**config.mk**
```make
export PLATFORM = sky130hd
export DESIGN_NAME = pipeline_stall_controller
export DESIGN_NICKNAME = d
export VERILOG_FILES = /design/src/rtl/pipeline_stall_controller.sv
export SDC_FILE = /design/constraint.sdc
export NUM_CORES = 1
export LEC_CHECK = 0
export CAP_MARGIN = 20
export CORE_MARGIN = 5
export CORE_UTILIZATION = 51
export DETAILED_ROUTE_END_ITERATION = 8
export PLACE_DENSITY = 0.85
export SYNTH_ARGS = -nofsm -noshare
export SYNTH_HDL_FRONTEND = slang
export SYNTH_SLANG_ARGS = --single-unit
```
**constraint.sdc**
```tcl
create_clock -name clk -period 5.51 [get_ports clk]
set_input_delay 1.102 -clock clk [delete_from_list [all_inputs] [get_ports clk]]
set_output_delay 1.102 -clock clk [all_outputs]
set_load 0.02 [all_outputs]
```
**src/rtl/pipeline_stall_controller.sv**
```systemverilog
// ---------------------------------------------------------------------------
// pipeline_stall_controller
//
// Central hazard/stall sequencer for the 5-stage MIPS pipeline. Produces the
// enable, flush and bubble controls for PC, IF/ID, ID/EX, EX/MEM and MEM/WB.
// Handles load-use hazards, taken-branch squashes and multi-cycle data-memory
// waits, detects data-memory timeouts, and counts stall cycles.
//
// Ports:
//   clk, rst          clock (rising edge), synchronous active-high reset
//   id_rs, id_rt      source register fields of the instruction in ID
//   id_uses_rt        ID instruction actually reads rt
//   ex_MemRead, ex_rt EX instruction is a load, and its destination register
//   ex_branch_taken   branch resolved taken in EX
//   mem_req/mem_ready MEM-stage data memory access and its completion
//   *_en              per-stage register enables (PC, IF/ID, ID/EX, EX/MEM, MEM/WB)
//   if_id_flush       load NOP into IF/ID
//   id_ex_flush       load bubble into ID/EX
//   mem_wb_bubble     suppress RegWrite/MemToReg on MEM/WB capture
//   mem_timeout       sticky data-memory timeout flag
//   stall_cycles      saturating count of cycles with pc_en=0
// ---------------------------------------------------------------------------
module pipeline_stall_controller #(
    parameter int MEM_TIMEOUT = 8,
    parameter int CNT_W       = 8
) (
    input  logic        clk,
    input  logic        rst,
    input  logic [4:0]  id_rs,
    input  logic [4:0]  id_rt,
    input  logic        id_uses_rt,
    input  logic        ex_MemRead,
    input  logic [4:0]  ex_rt,
    input  logic        ex_branch_taken,
    input  logic        mem_req,
    input  logic        mem_ready,
    output logic        pc_en,
    output logic        if_id_en,
    output logic        id_ex_en,
    output logic        ex_mem_en,
    output logic        mem_wb_en,
    output logic        if_id_flush,
    output logic        id_ex_flush,
    output logic        mem_wb_bubble,
    output logic        mem_timeout,
    output logic [15:0] stall_cycles
);

    typedef enum logic [1:0] {
        RUN      = 2'd0,
        MEM_WAIT = 2'd1,
        ERROR    = 2'd2
    } state_t;

    localparam logic [CNT_W-1:0] TMO = CNT_W'(MEM_TIMEOUT);

    state_t            state_q, state_d;
    logic [CNT_W-1:0]  wait_cnt_q, wait_cnt_d;
    logic [15:0]       stall_q, stall_d;

    logic mstall;
    logic lu;

    assign mstall = mem_req & ~mem_ready;
    assign lu     = ex_MemRead & (ex_rt != 5'd0) &
                    ((ex_rt == id_rs) | (id_uses_rt & (ex_rt == id_rt)));

    // Controls are combinational; rst forces everything quiet regardless
    // of the (possibly stale) registered state.
    always_comb begin
        pc_en         = 1'b0;
        if_id_en      = 1'b0;
        id_ex_en      = 1'b0;
        ex_mem_en     = 1'b0;
        mem_wb_en     = 1'b0;
        if_id_flush   = 1'b0;
        id_ex_flush   = 1'b0;
        mem_wb_bubble = 1'b0;
        mem_timeout   = 1'b0;
        if (rst) begin
            // all quiet
        end else if (state_q == ERROR) begin
            mem_wb_bubble = 1'b1;
            mem_timeout   = 1'b1;
        end else begin
            pc_en     = 1'b1;
            if_id_en  = 1'b1;
            id_ex_en  = 1'b1;
            ex_mem_en = 1'b1;
            mem_wb_en = 1'b1;
            if (mstall) begin
                // Freeze upstream; MEM/WB keeps moving but captures a bubble
                // so the stalled access never writes back twice.
                pc_en         = 1'b0;
                if_id_en      = 1'b0;
                id_ex_en      = 1'b0;
                ex_mem_en     = 1'b0;
                mem_wb_bubble = 1'b1;
            end else if (ex_branch_taken) begin
                // ID instruction is squashed, so any load-use is moot.
                if_id_flush = 1'b1;
                id_ex_flush = 1'b1;
            end else if (lu) begin
                // Hold PC and IF/ID one cycle, drop a bubble into EX.
                pc_en       = 1'b0;
                if_id_en    = 1'b0;
                id_ex_flush = 1'b1;
            end
        end
    end

    always_comb begin
        state_d    = state_q;
        wait_cnt_d = wait_cnt_q;
        unique case (state_q)
            RUN: begin
                if (mstall) begin
                    state_d    = MEM_WAIT;
                    wait_cnt_d = CNT_W'(1);
                end
            end
            MEM_WAIT: begin
                if (mstall) begin
                    if (wait_cnt_q + 1'b1 == TMO) begin
                        state_d = ERROR;
                    end else begin
                        wait_cnt_d = wait_cnt_q + 1'b1;
                    end
                end else begin
                    state_d    = RUN;
                    wait_cnt_d = '0;
                end
            end
            ERROR: begin
                state_d = ERROR;
            end
            default: begin
                state_d    = RUN;
                wait_cnt_d = '0;
            end
        endcase
    end

    // Counter saturates instead of wrapping.
    always_comb begin
        stall_d = stall_q;
        if (!pc_en && stall_q != 16'hFFFF) begin
            stall_d = stall_q + 16'd1;
        end
    end

    always_ff @(posedge clk) begin
        if (rst) begin
            state_q    <= RUN;
            wait_cnt_q <= '0;
            stall_q    <= '0;
        end else begin
            state_q    <= state_d;
            wait_cnt_q <= wait_cnt_d;
            stall_q    <= stall_d;
        end
    end

    assign stall_cycles = stall_q;

endmodule

```
Yosys cells after proc, flatten, opt, wreduce, memory -nomap -nowiden
Cells that the tools add are included.
{ "word_totals": {"inputBits": 22, "output_inout_bits": 25, "ff_bits": 26, "wordCells": 59} }
{ "classes": {"mux": 32, "reduce_logical": 6, "bitwise_logic": 7, "eq_ne": 9, "add_sub_neg": 2} }
{ "ops": {"columns": ["op", "n"], "rows": [
  ["$mux W1", 24],
  ["$mux W8", 3],
  ["$pmux W8 S3", 1],
  ["$add A16 B1 Y16 const B", 1],
  ["$ne A16 B16 Y1 const B", 1],
  ["$eq A5 B5 Y1", 2],
  ["$add A8 B1 Y8 const B", 1],
  ["$eq A8 B4 Y1 const B", 1],
  ["$mux W2", 3],
  ["$ne A3 B3 Y1 const B", 2],
  ["$pmux W2 S3", 1],
  ["$reduce_bool A5 Y1", 1],
  ["$and A1 B1 Y1", 4],
  ["$reduce_and A3 Y1", 1],
  ["$eq A2 B1 Y1 const B", 1],
  ["$eq A2 B2 Y1 const B", 1],
  ["$logic_not A2 Y1", 1],
  ["$ne A2 B2 Y1 const B", 1],
  ["$not A1 Y1", 2],
  ["$reduce_and A2 Y1", 1],
  ["$logic_and A1 B1 Y1", 1],
  ["$logic_not A1 Y1", 1],
  ["$or A1 B1 Y1", 1]
]} }

Logic depth before layout (Yosys ltp)
{ "logic_depth": {"depth_word": 11, "depth_mapped": 9, "ltp_nobuf": 7} }

Least setup slack after synthesis
OpenSTA, ideal clock, no wires.
{ "synth_timing": {"path_type": "input port to output port", "from": "in ex_rt[1]", "to": "out pc_en", "path_stages": 7, "path_slack_ns": 1.655, "t_arrival_ns": 2.753, "t_required_ns": 4.408, "path_cell_list": "or4_1 -> o21ai_0 -> o31ai_4 -> inv_4 -> buf_6 -> buf_2 -> buf_4"} }
{ "synth_via": {"elab_chain_cells": 9, "word_cells_on_any_way": 12, "cone_classes": "2 x eq/ne; 5 x mux; 4 x bitwise; 1 x reduce/logical"} }
{ "synth_lines": {"columns": ["item", "line", "text"], "rows": [
  ["start: declaration", "33", "input logic [4:0] ex_rt,"],
  ["$eq A5 B5 Y1", "66", "((ex_rt == id_rs) | (id_uses_rt & (ex_rt == id_rt)));"],
  ["$and A1 B1 Y1", "66", null],
  ["$or A1 B1 Y1", "66", null],
  ["$and A1 B1 Y1 *", "65", "assign lu = ex_MemRead & (ex_rt != 5'd0) &"],
  ["$mux W1 * (5 in series)", null, null],
  ["end: declaration", "37", "output logic pc_en,"]
]} }
Mark *: on every way between the ends. The rest lies on a longest branch, timed or not.

Worst setup path after layout
{ "layout_timing": {"from": "in ex_rt[2]", "to": "out if_id_en"} }
{ "layout_via": {"elab_chain_cells": 9, "word_cells_on_any_way": 12, "cone_classes": "2 x eq/ne; 5 x mux; 4 x bitwise; 1 x reduce/logical"} }
{ "layout_lines": {"columns": ["item", "line", "text"], "rows": [
  ["$eq A5 B5 Y1", "66", null],
  ["$and A1 B1 Y1", "66", null],
  ["$or A1 B1 Y1", "66", null],
  ["$and A1 B1 Y1 *", "65", null],
  ["$mux W1 *", "103", "end else if (lu) begin"],
  ["$mux W1 *", "99", "end else if (ex_branch_taken) begin"],
  ["$mux W1 *", "91", "if (mstall) begin"],
  ["$mux W1 *", "82", "end else if (state_q == ERROR) begin"],
  ["$mux W1 *", "80", "if (rst) begin"],
  ["end: declaration", "38", "output logic if_id_en,"]
]} }
Marked as above.

==> results.py <==
metrics = {
    "sta": {
        "post-route-worst-setup-slack_ps": 798,
        "worstMarginPinSlew_ps": 1070,
        "min_period_over_period": 0.855,
        "slew_headroom": 0.282,
        "finalSetupViolCount": 0,
        "fin_crit_ps": 4710,
        "fmax_mhz": 212,
        "tns_ps": 0,
        "drv_slew": 0,
        "hold_violations": 0,
        "rsz0062_at_grt": "false",
        "skew_ps": 5.37,
    },
    "global_routing": {
        "grt_pass1_vias": 1512,
        "grt_overflow": 0,
        "grt_pass1_wl_mm": 6.64,
        "antenna_found_initial": 0,
        "grt_max_degree": 30,
        "grt_usage": 0.186,
    },
    "worst_setup_path": {
        "cp.required_ps": 4410,
        "start_kind": "input pin",
        "crit_type": "in2out",
        "cp-end-kind": "output pin",
        "cp_data_arrival_time_ps": 3610,
        "worstPathMaxFanout": 27,
    },
    "logic_synthesis": {
        "synth_top_area_share": 0.323,
        "yosysSeqAreaShare": 0.323,
        "syn_avg_cell_area_um2": 8.02,
        "synthArstFlopShare": 0,
        "ys_ff_latch": 26,
        "syn_area_mm2": 0.00161,
        "yosysMostFrequentCell": "dfxtp_1",
        "synth_top_area_cell": "dfxtp_1",
        "ys.warnings.count": 0,
        "synthCells": 201,
        "ys_top_cells_by_count": "26 x dfxtp_1, 23 x a21oi_1, 19 x nor2_1",
        "synth_nets": 225,
        "synth_edf_count": 0,
        "synth_area_leaders": "dfxtp_1 32%, a21oi_1 7.1%, xor2_1 5.4%",
        "ys_types": 45,
        "ys.flop_type": "dfxtp_1",
    },
    "clocking": {
        "clk_path_buf_depth": 2,
        "cts_tree": "done",
        "cts_resized": 0,
        "clock_latency_ps": 320,
        "cts.sinks": 26,
        "cts-htree-levels": 1,
        "ctsHoldBuffers": 0,
        "path_clk_slew_ps": 140,
        "postCtsSetupBuffers": 0,
        "numCtsBuffers": 3,
        "cts_root_buf": "clkbuf_4",
    },
    "pwr": {
        "netSwitchingPower_mw": 0.0942,
        "ir_worst_vdd_v": 0.000114,
        "p_clk_frac": 0.333,
        "swShare": 0.241,
        "pwr-share-seq": 0.497,
        "p_int_mw": 0.297,
        "leakage_nw": 0.696,
        "p_per_area_mw_per_mm2": 184,
        "comb_power_share": 0.169,
    },
    "floorplan": {
        "die_w_um": 66.2,
        "dieArea_mm2": 0.00439,
        "initial_core_util": 0.528,
        "core_region_area_mm2": 0.00305,
        "fp.dieH_um": 66.2,
        "rows": 20,
        "io_pins": 47,
    },
    "status": {
        "status": "finished clean",
    },
    "route": {
        "dr.pass1.iters": 4,
        "drtIter0Drc": 89,
        "viasPerCell": 5.77,
        "drc": 0,
        "antenna_left": 0,
        "wirelength_mm": 3.94,
        "vias": 1638,
        "wire_per_inst_um": 13.9,
    },
    "placed_design": {
        "dp_cells": 280,
        "gp_congestion": 0.812,
        "pre_cts_ws_ps": 795,
        "dp_hpwl_mm": 2.91,
        "dpl_cell_area_mm2": 0.00207,
        "io_buffers": 46,
    },
    "layout": {
        "fin_cells": 284,
        "final_area_mm2": 0.00212,
        "num-nets-final": 265,
        "drive_above_1_share": 0.0625,
        "n_antenna_cell": 0,
        "area_growth_pct": 31.7,
        "final_util": 0.696,
    },
    "worst_hold_path": {
        "hold_path.class": "reg2reg",
    },
    "flow_run": {
        "cap_violations": 0,
    },
}
state kept, by name, indices dropped and copies added, names as in the netlist:
| register | cells |
|---|---|
| wait_cnt_q | 8 |
| state_q | 2 |
| stall_cycles | 16 |
worst max-delay path: stages:
cell and delay, ps:
clkdlybuf4s50_1 490, or4_1 540, o21ai_0 450, o31ai_4 150
inv_4 220, clkdlybuf4s50_1 660
metal layers:
metal  routed length (um)  global-route usage
met5                    0                   0
met4                   27              0.0381
met3                  223              0.0357
met2                 1940               0.323
met1                 1750               0.236
power groups by stage:
stage	sequential, mW	clock [mW]	combinational [mW]
after CTS	0.195	0.133	0.0665
final	0.195	0.131	0.0663
after global routing	0.196	0.142	0.0715
after detailed placement	0.199	0	0.0659
after global placement	0.199	0	0.0648
after floorplan	0.200	0	0.0337
final timing paths:
kind	from	end	slack, ps	cells past startpoint
max	ex_rt[2]	if_id_en	800	6
max reg2reg	stall_cycles[3]	stall_cycles[15]	2720	6
min reg2reg	wait_cnt_q[6]	wait_cnt_q[6]	510	2
min	wait_cnt_q[6]	wait_cnt_q[6]	510	2
through the flow:
| step | hold WS [ps] | total power, mW |
|---|---|---|
| detailed placement | 498 | 0.265 |
| CTS | 515 | 0.395 |
| floorplan | 468 | 0.233 |
| global placement | 488 | 0.263 |
| global route | 544 | 0.409 |
| finish | 509 | 0.392 |
cells by family (layout without fill, tap and decap cells):
family	count (synthesis)	count (layout)	share of synthesized area
flip-flops	26	26	0.323
buffers and inverters	17	56	0.0527
AO/OA/AOI/OAI	51	51	0.207
adder cells (fa/ha/maj)	2	2	0.0155
XOR/XNOR	12	12	0.0652
AND/OR/NAND/NOR	91	91	0.324
multiplexers	2	2	0.0132
layout make-up:
class                   count  area (um^2)
multi-input cells         158         1010
fillers                   265          928
flip-flops and latches     26          520
repair buffers             47          468
well taps                  44         55.1
clock inverters             1         30.0
clock buffers               3         22.5
inverters                   5         21.3
cells in the final DEF, fill, tap and decap left out, types with 3 or more instances in the layout:
cell             synthesis  layout
o31ai_1                  9       9
a21oi_1                 23      23
clkdlybuf4s50_1          0      46
or3_1                    6       6
nand4_1                  3       3
or2_2                    3       3
clkbuf_4                 0       3
dfxtp_1                 26      26
nor4_1                   3       3
nor2_1                  19      19
nor2b_1                  3       3
xor2_1                  10      10
nand2_1                 13      13
o21ai_0                  7       7
and3_1                   8       8
or4_1                   11      11
inv_1                    4       4
nand3_1                 11      11
Power figures use the tool's default switching activity.
